$ cat src/rtl/enemy_fire_scheduler.sv
// enemy_fire_scheduler: arbitrates the single enemy bullet among the
// formation, with a random cooldown and round-robin shooter choice.
module enemy_fire_scheduler #(
    parameter int          N_ENEMY       = 5,
    parameter int          COOLDOWN_MIN  = 8,
    parameter logic [7:0]  COOLDOWN_MASK = 8'h1F,
    parameter logic [15:0] LFSR_SEED     = 16'hACE1,
    parameter logic [9:0]  X_OFFSET      = 10'd12,
    parameter logic [9:0]  Y_OFFSET      = 10'd16
) (
    input  logic        CLOCK_50,
    input  logic        reset,
    input  logic        tick,
    input  logic        pausa,
    input  logic [0:4]  inimigo_vivo_array,
    input  logic [49:0] inimigo_x,
    input  logic [49:0] inimigo_y,
    input  logic        bullet_active,
    output logic        fire_req,
    input  logic        fire_ack,
    output logic [9:0]  fire_x,
    output logic [9:0]  fire_y,
    output logic [2:0]  shooter_id,
    output logic [2:0]  state
);

    typedef enum logic [2:0] {
        S_IDLE = 3'd0,
        S_COOL = 3'd1,
        S_SEL  = 3'd2,
        S_REQ  = 3'd3,
        S_FLT  = 3'd4
    } state_t;

    localparam logic [3:0]  L_N    = 4'(N_ENEMY);
    localparam logic [2:0]  L_LAST = 3'(N_ENEMY - 1);
    localparam logic [15:0] L_TAPS = 16'hB400;
    localparam logic [8:0]  L_MIN  = 9'(COOLDOWN_MIN);

    state_t      r_state;
    logic [8:0]  r_cnt;
    logic [2:0]  r_rr;
    logic [15:0] r_lfsr;
    logic        r_req;
    logic [9:0]  r_fx;
    logic [9:0]  r_fy;
    logic [2:0]  r_sid;
    logic        r_first;

    state_t      w_state_nxt;
    logic [8:0]  w_cnt_nxt;
    logic [2:0]  w_rr_nxt;
    logic [15:0] w_lfsr_nxt;
    logic        w_req_nxt;
    logic [9:0]  w_fx_nxt;
    logic [9:0]  w_fy_nxt;
    logic [2:0]  w_sid_nxt;
    logic        w_first_nxt;

    logic        w_found;
    logic [2:0]  w_pick;
    logic [3:0]  w_cand;
    logic [9:0]  w_xi;
    logic [9:0]  w_yi;
    logic [10:0] w_sx;
    logic [10:0] w_sy;
    logic [9:0]  w_fx_sat;
    logic [9:0]  w_fy_sat;
    logic [8:0]  w_load;
    logic        w_any;

    // Galois LFSR step; the random part of each cooldown comes from it
    always_comb begin
        w_lfsr_nxt = {1'b0, r_lfsr[15:1]} ^ (r_lfsr[0] ? L_TAPS : 16'h0000);
    end

    assign w_load = L_MIN + {1'b0, r_lfsr[7:0] & COOLDOWN_MASK};
    assign w_any  = |inimigo_vivo_array;

    // Round-robin scan: first live enemy at or after the pointer
    always_comb begin
        w_found = 1'b0;
        w_pick  = 3'd0;
        w_cand  = 4'd0;
        for (int k = 0; k < N_ENEMY; k++) begin
            w_cand = {1'b0, r_rr} + 4'(k);
            if (w_cand >= L_N) begin
                w_cand = w_cand - L_N;
            end
            if (!w_found && inimigo_vivo_array[w_cand[2:0]]) begin
                w_found = 1'b1;
                w_pick  = w_cand[2:0];
            end
        end
    end

    // Fetch the chosen enemy's position from the packed buses
    always_comb begin
        w_xi = 10'd0;
        w_yi = 10'd0;
        for (int k = 0; k < N_ENEMY; k++) begin
            if (w_pick == 3'(k)) begin
                w_xi = inimigo_x[k*10 +: 10];
                w_yi = inimigo_y[k*10 +: 10];
            end
        end
    end

    assign w_sx     = {1'b0, w_xi} + {1'b0, X_OFFSET};
    assign w_sy     = {1'b0, w_yi} + {1'b0, Y_OFFSET};
    assign w_fx_sat = w_sx[10] ? 10'h3FF : w_sx[9:0];
    assign w_fy_sat = w_sy[10] ? 10'h3FF : w_sy[9:0];

    // Next-state and next-output decision for the firing FSM
    always_comb begin
        w_state_nxt = r_state;
        w_cnt_nxt   = r_cnt;
        w_rr_nxt    = r_rr;
        w_req_nxt   = r_req;
        w_fx_nxt    = r_fx;
        w_fy_nxt    = r_fy;
        w_sid_nxt   = r_sid;
        w_first_nxt = 1'b0;
        unique case (r_state)
            S_IDLE: begin
                if (w_any && !pausa) begin
                    w_state_nxt = S_COOL;
                    w_cnt_nxt   = w_load;
                end
            end
            S_COOL: begin
                if (r_cnt == 9'd0) begin
                    w_state_nxt = S_SEL;
                end else if (tick && !pausa) begin
                    w_cnt_nxt = r_cnt - 9'd1;
                end
            end
            S_SEL: begin
                if (!w_found) begin
                    w_state_nxt = S_IDLE;
                end else begin
                    w_sid_nxt = w_pick;
                    w_fx_nxt  = w_fx_sat;
                    w_fy_nxt  = w_fy_sat;
                    w_rr_nxt  = (w_pick == L_LAST) ? 3'd0 : w_pick + 3'd1;
                    if (!pausa) begin
                        w_state_nxt = S_REQ;
                        w_req_nxt   = 1'b1;
                    end
                end
            end
            S_REQ: begin
                if (fire_ack) begin
                    w_req_nxt   = 1'b0;
                    w_state_nxt = S_FLT;
                    w_first_nxt = 1'b1;
                end else if (!inimigo_vivo_array[r_sid]) begin
                    w_req_nxt   = 1'b0;
                    w_state_nxt = S_SEL;
                end
            end
            S_FLT: begin
                if (!r_first && !bullet_active) begin
                    w_state_nxt = S_IDLE;
                end
            end
            default: begin
                w_state_nxt = S_IDLE;
                w_req_nxt   = 1'b0;
            end
        endcase
    end

    // State and output registers, cleared asynchronously
    always_ff @(posedge CLOCK_50 or negedge reset) begin
        if (!reset) begin
            r_state <= S_IDLE;
            r_cnt   <= 9'd0;
            r_rr    <= 3'd0;
            r_lfsr  <= LFSR_SEED;
            r_req   <= 1'b0;
            r_fx    <= 10'd0;
            r_fy    <= 10'd0;
            r_sid   <= 3'd0;
            r_first <= 1'b0;
        end else begin
            r_state <= w_state_nxt;
            r_cnt   <= w_cnt_nxt;
            r_rr    <= w_rr_nxt;
            r_lfsr  <= w_lfsr_nxt;
            r_req   <= w_req_nxt;
            r_fx    <= w_fx_nxt;
            r_fy    <= w_fy_nxt;
            r_sid   <= w_sid_nxt;
            r_first <= w_first_nxt;
        end
    end

    assign fire_req   = r_req;
    assign fire_x     = r_fx;
    assign fire_y     = r_fy;
    assign shooter_id = r_sid;
    assign state      = r_state;

endmodule
$ cat config.mk
export PLATFORM = sky130hd
export DESIGN_NAME = enemy_fire_scheduler
export DESIGN_NICKNAME = d
export VERILOG_FILES = /design/src/rtl/enemy_fire_scheduler.sv
export SDC_FILE = /design/constraint.sdc
export NUM_CORES = 1
export LEC_CHECK = 0
export BUFFER_PORTS_ARGS = -buffer_cell sky130_fd_sc_hd__buf_2
export CAP_MARGIN = 20
export CORE_UTILIZATION = 35
export DETAILED_ROUTE_END_ITERATION = 7
export PLACE_DENSITY_LB_ADDON = 0.05
export SLEW_MARGIN = 0
export SYNTH_ARGS = -nofsm -noshare
export SYNTH_HDL_FRONTEND = slang
export SYNTH_SLANG_ARGS = --single-unit
export TNS_END_PERCENT = 1
$ cat constraint.sdc
create_clock -name CLOCK_50 -period 13 [get_ports CLOCK_50]
set_input_delay 1.95 -clock CLOCK_50 [delete_from_list [all_inputs] [get_ports CLOCK_50]]
set_output_delay 1.95 -clock CLOCK_50 [all_outputs]
set_load 0.005 [all_outputs]
Yosys cells after proc, flatten, opt, wreduce, memory -nomap -nowiden
Index checks and enable logic that the tools add are counted.
Word-level totals
  register bits: 56
  input port bits: 111
  output and inout port bits: 27
  logic and storage cells: 149
Operators by class
  $add $sub $neg: 14
  order comparisons: 11
  equality and inequality tests: 17
  multiplexer cells: 66
  bitwise gates (word level): 8
  reduce and logical (&&, ||, !) cells: 24
Operators by type and width (number)
  $mux 10: 12
  $mux 3: 18
  $mux 9: 3
  $ge 4x4->1 const B: 6
  $not 3->4: 6
  $mux 1: 23
  $bmux 1 s3: 6
  $pmux 9 s2: 1
  $ge 4x3->1 const B: 4
  $mux 16: 1
  $xor 15x16->16: 1
  $pmux 3 s5: 1
  $sub 3x3->3 const B: 5
  $ne 2x2->1 const B: 7
  $eq 3x2->1 const B: 4
  $add 10x4->11 const B: 1
  $add 10x5->11 const B: 1
  $logic_not 9->1: 1
  $sub 9x1->9 const B: 1
  $add 3x2->4 const B: 2
  $reduce_and 4->1: 2
  $logic_and 1x1->1: 7
  $logic_not 1->1: 7
  $add 4x5->6 const A: 1
  15 further kinds: 19

Longest topological paths before layout
  depth in word-level cells: 27
  mapped depth: 32
  gate-level depth less buffers: 27

Worst setup path before layout
No wires, ideal clock.
  path type: input port to flip-flop
  from: input port inimigo_vivo_array[1] in the netlist's numbering
  to: register r_fy[8] (netlist: fire_y[8])
  library setup time: 0.122 ns
  arrival: 6.428 ns
  path slack: 6.450 ns
  cell stages on the path: 25
  buffers on the path: 4
  cell sequence: clkbuf_1 and2_1 o311ai_0 and3b_1 clkbuf_1 o22ai_1 a211oi_1 a21oi_1 mux2_2 a22oi_1 ha_1 inv_1 nor2_1 clkbuf_1 clkbuf_1 a22oi_1 nor2_1 a21oi_1 nor3_1 a211oi_2 nor2_1 ha_1 nand2_1 or4b_1 a32o_1
On the way
  cells in the longest elaborated chain, start to end: 24
RTL lines
  from (decl): RTL line 15  | input logic [0:4] inimigo_vivo_array,
  $bmux 1 s3: RTL line 90  | if (!w_found && inimigo_vivo_array[w_cand[2:0]]) begin
  $mux 1 (not written as such) (2 in a row): RTL line 90
  $mux 1: RTL line 90
  $logic_not 1->1: RTL line 90
  $logic_and 1x1->1: RTL line 90
  $mux 1: RTL line 90
  $logic_not 1->1: RTL line 90
  $logic_and 1x1->1: RTL line 90
  [3 not listed]
  $mux 1: RTL line 90
  $logic_not 1->1: RTL line 90
  $logic_and 1x1->1: RTL line 90
  $mux 3: RTL line 90
  $logic_not 3->1: RTL line 102  | if (w_pick == 3'(k)) begin
  $mux 10 (5 in a row): RTL line 102
  $add 10x5->11: RTL line 110  | assign w_sy = {1'b0, w_yi} + {1'b0, Y_OFFSET};
  $mux 10: RTL line 112  | assign w_fy_sat = w_sy[10] ? 10'h3FF : w_sy[9:0];
  to (signal assigned): RTL line 193  | r_fy <= w_fy_nxt;
  to (decl): RTL line 46  | logic [9:0] r_fy;
Parallel ways exist; a longest one is shown, timed or not. The select of a mux whose other input is x is not followed.
A chain may end at the register's enable or synchronous reset.

Final worst setup path
  from: register r_rr[0]
  to: register r_fy[8] (netlist: fire_y[8])
On the way
  cells in the longest elaborated chain, start to end: 27
RTL lines
  from (decl): RTL line 42  | logic [2:0] r_rr;
  from (signal assigned): RTL line 189  | r_rr <= w_rr_nxt;
  branches (longest 27 deep; another with $add 3x1->4)
Parallel ways; which one is timed is not known. The select of a mux whose other input is x is not followed.

==> flow_summary.json <==
{
  "cpMostUsedCell": "sky130_fd_sc_hd__ha_1",
  "leading_cell_types_by_count_after_synthesis": "sky130_fd_sc_hd__nor2_1, sky130_fd_sc_hd__nand2_1, sky130_fd_sc_hd__dfrtp_1",
  "clk_transition_reported_paths_ns": 0.07,
  "final_worst_setup_slack_ns": 5.83,
  "area_delta_synth_final_pct": 21.2,
  "synth_enable_flop_cells": 0,
  "clock_tree.htree_level_count": 2,
  "numPlacedInstances": 821,
  "fin_crit_ns": 7.17,
  "path_delay_family": "compound AO/OA/AOI/OAI gates",
  "detail_route.wirelength_um": 13800,
  "cts.sink_count": 56,
  "wirelength_met1_um": 6100,
  "drt_first_iter_violations": 296,
  "synth-async-reset-ratio": 1.00,
  "cp.buffers_inverters": 2,
  "avgViaCountPerCell": 5.57,
  "row_count": 41,
  "tritoncts": "done",
  "ff_latch_area_mm2": 0.00141,
  "critical_path_required_ns": 13.18,
  "fin_crit_sh": 0.551,
  "gp_congestion": 0.903,
  "synth.top_cell.area_share": 0.267,
  "worst_setup_path_end_kind": "flop",
  "filler_cell_count": 1318,
  "synth-seq-area-share": 0.314,
  "cts-hold-fix-buffers": 0,
  "root_buffer": "sky130_fd_sc_hd__clkbuf_16",
  "ys_warn_count": 0,
  "classification_of_the_worst_slack_hold_path": "flop to flop",
  "grt_max_degree": 57,
  "cts.path.max_buffers": 2,
  "finish.net_count": 786,
  "max_freq_mhz": 140,
  "crit_path_max_delay_cell_type": "sky130_fd_sc_hd__dfrtp_1",
  "clock_skew_ns": 0.00699,
  "post_placement_worst_setup_slack_ns": 5.89,
  "router_iterations_before_antenna_repair": 4,
  "multi_input_comb_area_mm2": 0.00282,
  "synth_top_area_cell": "sky130_fd_sc_hd__dfrtp_1",
  "result_of_the_run": "finished, final reports clean",
  "worst-path-max-fanout": 34,
  "crit_type": "flop to flop",
  "critPathArrivalTime_ns": 7.35,
  "instances_no_fill": 830,
  "die_w_um": 115,
  "antennaDiodeCount": 0,
  "post_route_cells_drive_above_1_share": 0.280,
  "io_buffer_count": 137,
  "tightest_slew_ns": 0.995,
  "cell_area_after_technology_mapping_mm2": 0.00450,
  "routed_wire_length_per_instance_um": 16.6,
  "numCtsBuffers": 5,
  "num_io_pins": 138,
  "final-hold-violation-count": 0,
  "grt_util_all_layers": 0.212,
  "worstSkewPairLatency_ns": 0.29,
  "grt_pass1_wl_um": 22000,
  "globalRouteOverflowTotal": 0,
  "number_of_antenna_violations_at_the_first_check_in_global_routing": 0,
  "maxUsedRoutingLayer": "met4",
  "number_of_cells_produced_by_synthesis": 550,
  "fp.dieArea_mm2": 0.0133,
  "initial_cell_density_of_the_core": 0.358,
  "cts_post_setup_buffers_inserted": 0,
  "place_hpwl_um": 10600,
  "timing.final.setup_violations": 0,
  "max-cap-violations": 0,
  "path_cells": "inv_1 -> ha_1 -> ha_1 -> a211oi_1 -> a211oi_1 -> o311ai_0 -> and3b_1 -> nand2_1 -> o32ai_1 -> a211oi_1 -> a21oi_1 -> mux2_2 -> a22oi_1 -> ha_1 -> nor2_1 -> buf_4 -> a22oi_1 -> o21ai_0 -> a221oi_1 -> nor2_1 -> ha_1 -> nand2_1 -> or4b_1 -> a32o_1",
  "timing.max_slew.rel_slack": 0.337,
  "met2WireLength_um": 6500,
  "syn_nets": 679,
  "grt_pass1_vias": 4493,
  "via_count": 4623,
  "rsz0062_at_grt": "false",
  "ys_dominant_reg_cell": "sky130_fd_sc_hd__dfrtp_1",
  "fp.coreArea_mm2": 0.0126,
  "cell_area_after_layout_mm2": 0.00545,
  "routed-wl-met3_um": 1020,
  "timing.critical_path.from_type": "flop",
  "route.detailed.drc": 0,
  "finalSetupTns_ns": 0,
  "crit_path_max_incr_delay_ns": 1.00,
  "finalMaxSlewViolations": 0,
  "die_outline_height_um": 115,
  "synth_top_cells_by_area": "sky130_fd_sc_hd__dfrtp_1, sky130_fd_sc_hd__nor2_1, sky130_fd_sc_hd__ha_1",
  "syn-mean-instance-area_um2": 8.18,
  "synth.most_common_cell": "sky130_fd_sc_hd__nor2_1",
  "synth.ff_latch_count": 56,
  "final_antenna_net_count": 0,
  "place_area_mm2": 0.00523,
  "synth_cell_type_count": 77,
  "cts_repair_resize_count": 0
}
[registers in the layout (all words and copies together) (netlist names)]
name,cells
fire_req,1
r_rr,3
fire_x,10
r_cnt,9
r_lfsr,16
shooter_id,3
r_first,1
fire_y,10
state,3
[layer usage]
layer,vias up,GRT usage
li1,2255,-
met1,2198,0.274
met2,158,0.362
met3,12,0.0459
met4,0,0.0459
met5,-,0
[worst register-to-register path, stage by stage (launching register included)]
cell and delay (ns):
sky130_fd_sc_hd__dfrtp_1 1.00, sky130_fd_sc_hd__inv_1 0.33, sky130_fd_sc_hd__ha_1 0.32, sky130_fd_sc_hd__ha_1 0.38, sky130_fd_sc_hd__a211oi_1 0.37, sky130_fd_sc_hd__a211oi_1 0.10
sky130_fd_sc_hd__o311ai_0 0.45, sky130_fd_sc_hd__and3b_1 0.41, sky130_fd_sc_hd__nand2_1 0.17, sky130_fd_sc_hd__o32ai_1 0.28, sky130_fd_sc_hd__a211oi_1 0.09, sky130_fd_sc_hd__a21oi_1 0.14
sky130_fd_sc_hd__mux2_2 0.16, sky130_fd_sc_hd__a22oi_1 0.13, sky130_fd_sc_hd__ha_1 0.54, sky130_fd_sc_hd__nor2_1 0.19, sky130_fd_sc_hd__buf_4 0.26, sky130_fd_sc_hd__a22oi_1 0.10
sky130_fd_sc_hd__o21ai_0 0.19, sky130_fd_sc_hd__a221oi_1 0.12, sky130_fd_sc_hd__nor2_1 0.29, sky130_fd_sc_hd__ha_1 0.23, sky130_fd_sc_hd__nand2_1 0.10, sky130_fd_sc_hd__or4b_1 0.49
sky130_fd_sc_hd__a32o_1 0.23
[per-stage QoR]
stage	utilization	hold WS, ns
detailed placement	0.416	0.336
CTS	0.433	0.352
floorplan	-	0.331
global placement	0.416	0.337
finish	0.434	0.350
global route	0.434	0.359
[placed cells by master, fill, tap and decap left out, drive strengths merged, types with 10 or more instances in the layout]
| master | n |
|---|---|
| buf | 141 |
| nor2 | 65 |
| nand2 | 53 |
| dfrtp | 48 |
| a21oi | 35 |
| o21ai | 34 |
| a22oi | 22 |
| a31oi | 19 |
| inv | 18 |
| ha | 17 |
| nor3 | 13 |
| and3 | 12 |
| nor4 | 10 |
| a211oi | 10 |
[cell type report]
type,count,area share
Tap cell,172,0.0395
Clock inverter,3,0.0165
Sequential cell,56,0.259
Multi-Input combinational cell,434,0.517
Timing Repair Buffer,142,0.133
Inverter,18,0.0124
Clock buffer,5,0.0230
[cells by family (layout without fill, tap and decap cells)]
| kind of cell | count (synthesis) | count (layout) | share of synthesized area |
|---|---|---|---|
| and+or+nand+nor | 206 | 206 | 0.225 |
| AOI/OAI and AO/OA | 191 | 191 | 0.303 |
| buffers and inverters | 60 | 168 | 0.0595 |
| DFF | 56 | 56 | 0.314 |
| adders and majority gates | 18 | 18 | 0.0518 |
| xor gates and xnor gates | 11 | 11 | 0.0214 |
| muxes | 8 | 8 | 0.0248 |
[path summary, 6_finish.rpt]
check	startpoint	endpoint	slack, ns	cells past startpoint
worst max-delay path	r_rr[0]	fire_y[8]	5.83	24
worst min-delay path	r_lfsr[7]	r_lfsr[6]	0.35	0
worst max register to register	r_rr[0]	fire_y[8]	5.83	24
worst min register to register	r_lfsr[7]	r_lfsr[6]	0.35	0
max in group asynchronous	reset	fire_y[3]	10.74	2
min in group asynchronous	reset	r_first	1.78	2
Power is left out: the tool's default activity adds up to more than one toggle a clock period on the data nets, which glitch-free logic cannot reach.
